--- config.mk ---
export PLATFORM = sky130hd
export DESIGN_NAME = detector_sequencer
export DESIGN_NICKNAME = d
export VERILOG_FILES = /design/src/rtl/detector_sequencer_pkg.sv /design/src/rtl/detector_sequencer_dff.sv /design/src/rtl/detector_sequencer_piso.sv /design/src/rtl/detector_sequencer.sv
export SDC_FILE = /design/constraint.sdc
export NUM_CORES = 1
export LEC_CHECK = 0
export ABC_AREA = 1
export BUFFER_PORTS_ARGS = -buffer_cell sky130_fd_sc_hd__buf_2
export CAP_MARGIN = 10
export CORE_MARGIN = 8
export CORE_UTILIZATION = 30
export CTS_BUF_LIST = sky130_fd_sc_hd__clkbuf_4 sky130_fd_sc_hd__clkbuf_8
export DETAILED_ROUTE_END_ITERATION = 6
export PLACE_DENSITY = 0.45
export SYNTH_ARGS = -nofsm -noshare
export SYNTH_HDL_FRONTEND = slang
export SYNTH_SLANG_ARGS = --single-unit
--- constraint.sdc ---
create_clock -name clk -period 3.3 [get_ports clk]
set_input_delay 0.66 -clock clk [delete_from_list [all_inputs] [get_ports clk]]
set_output_delay 0.66 -clock clk [all_outputs]
set_load 0.1 [all_outputs]
--- src/rtl/detector_sequencer_pkg.sv ---
`default_nettype none
// ============================================================================
// Module  : detector_sequencer_pkg
// Brief   : State encoding and default sizing for the detector test sequencer.
// Rev     : 1.0
// ============================================================================
package detector_sequencer_pkg;

    localparam int LEN_DEFAULT   = 16;
    localparam int CNT_W_DEFAULT = 5;
    localparam int IDX_W_DEFAULT = 4;
    localparam int STATE_W       = 3;

    typedef enum logic [STATE_W-1:0] {
        ST_IDLE   = 3'b000,
        ST_CLEAR  = 3'b001,
        ST_STREAM = 3'b010,
        ST_DRAIN  = 3'b011,
        ST_DONE   = 3'b100
    } state_e;

endpackage
`default_nettype wire

--- src/rtl/detector_sequencer_dff.sv ---
`default_nettype none
// ============================================================================
// Module  : detector_sequencer_dff
// Brief   : Single-bit D flip-flop with synchronous active-high reset value.
// Rev     : 1.0
// ============================================================================
module detector_sequencer_dff #(
    parameter logic DEFAULT = 1'b0
) (
    input  logic clk,
    input  logic reset,
    input  logic d_i,
    output logic q_o
);

    always_ff @(posedge clk) begin
        if (reset) q_o <= DEFAULT;
        else       q_o <= d_i;
    end

endmodule
`default_nettype wire

--- src/rtl/detector_sequencer_piso.sv ---
`default_nettype none
// ============================================================================
// Module  : detector_sequencer_piso
// Brief   : LEN-bit parallel-load, shift-right register exposing bit 0.
// Rev     : 1.0
// ============================================================================
module detector_sequencer_piso #(
    parameter int LEN = 16
) (
    input  logic           clk,
    input  logic           reset,
    input  logic           load_i,
    input  logic           shift_i,
    input  logic [LEN-1:0] data_i,
    output logic           bit0_o
);

    logic [LEN-1:0] shift_q;

    always_ff @(posedge clk) begin
        if (reset)        shift_q <= '0;
        else if (load_i)  shift_q <= data_i;
        else if (shift_i) shift_q <= {1'b0, shift_q[LEN-1:1]};
    end

    assign bit0_o = shift_q[0];

endmodule
`default_nettype wire

--- src/rtl/detector_sequencer.sv ---
`default_nettype none
// ============================================================================
// Module  : detector_sequencer
// Brief   : Streams a captured pattern into a sequence detector and tallies z.
// Rev     : 1.0
// ============================================================================
module detector_sequencer
    import detector_sequencer_pkg::*;
#(
    parameter int LEN   = LEN_DEFAULT,
    parameter int CNT_W = CNT_W_DEFAULT,
    parameter int IDX_W = IDX_W_DEFAULT
) (
    input  logic             clk,
    input  logic             reset,
    input  logic             start,
    input  logic [LEN-1:0]   pattern,
    output logic             busy,
    output logic             done,
    output logic             det_reset,
    output logic             w_out,
    input  logic             z_in,
    output logic [CNT_W-1:0] det_count,
    output logic [IDX_W-1:0] first_hit,
    output logic             hit_valid
);

    logic [STATE_W-1:0] state_bits_q;
    logic [STATE_W-1:0] state_bits_d;
    state_e             state_q;
    state_e             state_d;

    logic [IDX_W-1:0]   bit_cnt_q;
    logic [IDX_W-1:0]   bit_cnt_d;
    logic [CNT_W-1:0]   count_q;
    logic [IDX_W-1:0]   first_q;
    logic               hit_q;

    logic               load;
    logic               shift;
    logic               shift_bit;
    logic               smp_valid;
    logic [IDX_W-1:0]   smp_idx;

    generate
        for (genvar i = 0; i < STATE_W; i++) begin : g_state_bit
            detector_sequencer_dff #(.DEFAULT(1'b0)) u_dff (
                .clk   (clk),
                .reset (reset),
                .d_i   (state_bits_d[i]),
                .q_o   (state_bits_q[i])
            );
        end
    endgenerate

    assign state_q      = state_e'(state_bits_q);
    assign state_bits_d = state_d;

    detector_sequencer_piso #(.LEN(LEN)) u_piso (
        .clk     (clk),
        .reset   (reset),
        .load_i  (load),
        .shift_i (shift),
        .data_i  (pattern),
        .bit0_o  (shift_bit)
    );

    // z lags w by one cycle: STREAM cycle k reports bit k-1, DRAIN reports the last bit.
    always_comb begin
        state_d   = ST_IDLE;
        bit_cnt_d = bit_cnt_q;
        load      = 1'b0;
        shift     = 1'b0;
        busy      = 1'b0;
        done      = 1'b0;
        det_reset = 1'b0;
        w_out     = 1'b0;
        smp_valid = 1'b0;
        smp_idx   = '0;
        case (state_q)
            ST_IDLE: begin
                load    = start;
                state_d = start ? ST_CLEAR : ST_IDLE;
            end
            ST_CLEAR: begin
                busy      = 1'b1;
                det_reset = 1'b1;
                bit_cnt_d = '0;
                state_d   = ST_STREAM;
            end
            ST_STREAM: begin
                busy      = 1'b1;
                w_out     = shift_bit;
                shift     = 1'b1;
                smp_valid = (bit_cnt_q != '0);
                smp_idx   = bit_cnt_q - 1'b1;
                bit_cnt_d = bit_cnt_q + 1'b1;
                state_d   = (bit_cnt_q == IDX_W'(LEN - 1)) ? ST_DRAIN : ST_STREAM;
            end
            ST_DRAIN: begin
                busy      = 1'b1;
                smp_valid = 1'b1;
                smp_idx   = IDX_W'(LEN - 1);
                state_d   = ST_DONE;
            end
            ST_DONE: begin
                done    = 1'b1;
                state_d = ST_IDLE;
            end
            default: state_d = ST_IDLE;
        endcase
    end

    always_ff @(posedge clk) begin
        if (reset) begin
            bit_cnt_q <= '0;
            count_q   <= '0;
            first_q   <= '0;
            hit_q     <= 1'b0;
        end else begin
            bit_cnt_q <= bit_cnt_d;
            if (load) begin
                count_q <= '0;
                first_q <= '0;
                hit_q   <= 1'b0;
            end else if (smp_valid && z_in) begin
                if (count_q != '1) count_q <= count_q + 1'b1;
                if (!hit_q) begin
                    hit_q   <= 1'b1;
                    first_q <= smp_idx;
                end
            end
        end
    end

    assign det_count = count_q;
    assign first_hit = first_q;
    assign hit_valid = hit_q;

endmodule
`default_nettype wire

-- Word level (Yosys, flattened, before mapping)
Cells that the tools add are included.
- $add $sub $neg: 3
- equality and inequality tests: 6
- mux-type cells: 14
- bitwise gates (word level): 1
- reduce and logical (&&, ||, !) cells: 9
- operator list (cell ; number):
    two-way mux 16 bit ; 2
    one-hot mux 4 bit (2 select lines) ; 2
    one-hot mux 3 bit (4 select lines) ; 1
    two-way mux 1 bit ; 8
    == test 3 x 2 -> 1 bit (second input constant) ; 2
    adder 5 x 1 -> 5 bit (second input constant) ; 1
    != test 5 bit (second input constant) ; 1
    adder 4 x 1 -> 4 bit (second input constant) ; 1
    == test 4 bit (second input constant) ; 1
    AND reduction 2 bit ; 2
    nonzero test 2 bit ; 2
    nonzero test 4 bit ; 1
    subtractor 4 x 1 -> 4 bit (second input constant) ; 1
    == test 3 x 1 -> 1 bit (second input constant) ; 1
    == test 3 bit (second input constant) ; 1
    logical NOT 3 bit ; 1
    OR reduction 3 bit ; 1
    one-hot mux 1 bit (2 select lines) ; 1
    OR reduction 2 bit ; 1
    logical AND 1 bit ; 1
    inverter 1 bit ; 1
- flip-flop bits (word level): 33
- output and inout port bits: 14
- word-level logic and storage cells: 41

-- Depth between registers and ports, before layout
- depth after elaboration: 4
- mapped depth: 9
- mapped depth without buffers: 8

-- By module
A second synthesis with hierarchy kept.
- cell total of the unflattened synthesis: 274
- area, all modules: 1851.8 um^2
- by module, submodules not included (module ; times used ; cells each ; area each (um^2) ; sequential area each (um^2)):
    detector_sequencer ; 1 ; 133 ; 888.4 ; 280.3
    detector_sequencer_piso ; 1 ; 132 ; 873.3 ; 320.3
    detector_sequencer_dff ; 3 ; 3 ; 30.0 ; 20.0

-- Worst setup path before layout
No wires, ideal clock.
- kind: reg2out
- start: register g_state_bit[0].u_dff.q_o
- end: output port done
- data arrival time: 2.431 ns
- data required time: 2.640 ns
- path slack: 0.209 ns
- cell stages (with the launch flop): 2
- path through: dfxtp_1 nor3_1
- word-level cells in the longest chain between the ends: 2
- ends and longest elaborated chain (element ; line ; text):
    start: declaration ; detector_sequencer_dff.sv:13 ; output logic q_o
    start signal: assignment ; detector_sequencer_dff.sv:18 ; else q_o <= d_i;
    == test 3 bit ; detector_sequencer.sv:80 ; case (state_q)
    two-way mux 1 bit ; detector_sequencer.sv:80 ;
    end: declaration ; detector_sequencer.sv:19 ; output logic done,
No other way between the ends.

-- Worst setup path after layout
- start: register g_state_bit[1].u_dff.q_o
- end: output port w_out
- word-level cells in the longest chain between the ends: 2
- ends and longest elaborated chain (element ; line ; text):
    start: declaration ; detector_sequencer_dff.sv:13 ;
    start signal: assignment ; detector_sequencer_dff.sv:18 ;
    == test 3 x 2 -> 1 bit ; detector_sequencer.sv:80 ;
    two-way mux 1 bit ; detector_sequencer.sv:80 ;
    end: declaration ; detector_sequencer.sv:21 ; output logic w_out,
No other way between the ends.

==> reports/qor.yml <==
logic_synthesis:
  synth_top_area_share_pct: 39.0
  yosysSeqAreaShare_pct: 39.0
  synth_top_area_cell: "dfxtp_1"
  synth_cell_type_count: 30
  async_flop_share_pct: 0
  synth-edff-count: 0
  ys_ff_latch: 33
  syn_area_um2: 1690
  synth_area_leaders: "dfxtp_1, nand2_1, a21oi_1"
  synthFlopType: "dfxtp_1"
  yosysWarnings: 0
  syn_inst: 224
  synth_fp_nets: 249
  avgSynthCellArea_um2: 7.56
grt:
  busiest_layer: "met2"
  grt_pass1_wl_um: 6380
  track_usage_pct: 9.25
  grt_max_degree: 22
  use_met2_pct: 13.7
  use_met1_pct: 11.5
  grt_overflow: 0
  grtUsageMet3_pct: 2.47
  grt_pass1_vias: 1410
  antenna_found_initial: 0
placed_design:
  post-place-ws_ps: 1430
  dp_hpwl_um: 2560
  place_congestion: 0.690
  port_buffers: 33
  place_area_um2: 1880
routing:
  ant_nets: 0
  wl_um: 3660
  firstDrtPassIters: 4
  via_per_inst: 4.35
  drtIter0Drc: 61
  drcViolationCount: 0
  via_count: 1436
  wl_per_cell_um: 11.1
timing:
  grt_setup_unrepaired: "no"
  final-setup-viol-count: 0
  holdWs_ps: 462
  fin_crit_sh_pct: 65.4
  relSlewSlack_pct: 67.8
  final-hold-violation-count: 0
  period_needed_ps: 2160
  report.final.slew_viol_count: 0
  finalSetupTns_ps: 0
  worst_pin_slew_ps: 483
  fin_skew_ps: 3.82
  fin_ws_ps: 1140
  fmax_ghz: 0.463
worst_setup_path:
  critPathKind: "register to output pin"
  end_kind: "output pin"
  cp-start-kind: "register"
  required_ps: 2640
  cp.arrival_ps: 1500
  crit_path_max_fanout: 6
cts:
  cts-root-buf: "clkbuf_8"
  cts_hold_buf: 0
  clk_pin_slew_worst_paths_ps: 70
  ctsResizeCount: 0
  htreeDepth: 2
  insertion_delay_ps: 280
  cts_setup_buffers: 0
  tritoncts: "built"
  cts_buffers: 5
  cts_max_path_buffers: 2
  clock_sinks: 33
die:
  rows: 27
  core_um2: 5470
  fp.dieW_um: 91.1
  initial_core_util_pct: 30.9
  die_area_um2: 8300
  io_pins: 34
  die_h_um: 91.1
finish:
  drive_gt1_share_pct: 27.5
  mostFrequentLayoutCells: "nand2_1, dfxtp_1, buf_2, a21oi_1, inv_1"
  final_common_cell: "nand2_1"
  finalNetCount: 283
  design_area_um2: 1970
  syn2layout_area_growth_pct: 16.6
  fin_util_pct: 36.1
  diodes: 0
worst_hold_path:
  hp-class: "register to register"
power:
  ir_drop_mv: 0.169
  leakage_nw: 0.899
  p_per_area_nw_per_um2: 452
job:
  maxCapViolations: 0
outcome:
  run_status: "complete, no violations"
## state kept, by name (all words and copies together) (netlist names)
name,count
hit_valid,1
u_piso.shift_q,16
g_state_bit.u_dff.q_o,3
det_count,5
first_hit,4
bit_cnt_q,4
## cell families after synthesis
kind of cell,synth area share [%]
AO/OA/AOI/OAI,18.0
XOR/XNOR,1.03
adder cells (fa/ha/maj),3.70
buffers and inverters,12.1
flip-flops,39.0
AND/OR/NAND/NOR,26.1
## cells in the mapped netlist (4+ instances only)
master / n
nand3_1: 7
nand2_2: 4
dfxtp_1: 33
inv_1: 30
nor2_1: 24
a21oi_2: 13
nand2_1: 47
ha_1: 5
a21oi_1: 32
## worst paths after layout
path	from	end	slack, ps	depth (start not counted)
max	g_state_bit[1].u_dff.q_o	w_out	1140	5
min	first_hit[0]	first_hit[0]	460	2
max reg2reg	det_count[0]	det_count[3]	1670	7
min reg2reg	first_hit[0]	first_hit[0]	460	2
## report_power, final
group          internal, mW  total (mW)  switching [mW]
combinational        0.0446       0.148           0.104
clock                 0.174       0.313           0.139
sequential            0.417       0.431          0.0134
## critical path, stage by stage, from the launching register on
cell and delay, ps:
dfxtp_1 430, nand2_4 120, inv_4 70, nand2_4 70, nor2_1 90, buf_2 430
## metal layers
layer | wire, um | up-vias
met2 | 1570 | 25
met1 | 1820 | 634
met4 | 96 | 0
met3 | 168 | 6
li1 | - | 771
met5 | 0 | -
## metrics by stage
stage / instances / power [mW]
final: 330 / 0.892
after global routing: 330 / 0.939
after CTS: 330 / 0.911
after detailed placement: 323 / 0.590
after global placement: 323 / 0.590
after floorplan: 224 / 0.564
## final cells by class
cell class	instances	area, um2
Timing Repair Buffer	33	165
Multi-Input combinational cell	150	827
Tap cell	72	90.1
Sequential cell	33	661
Fill cell	620	3500
Clock buffer	7	90.1
Inverter	35	141
No activity file was read; power rests on OpenSTA's default activity.
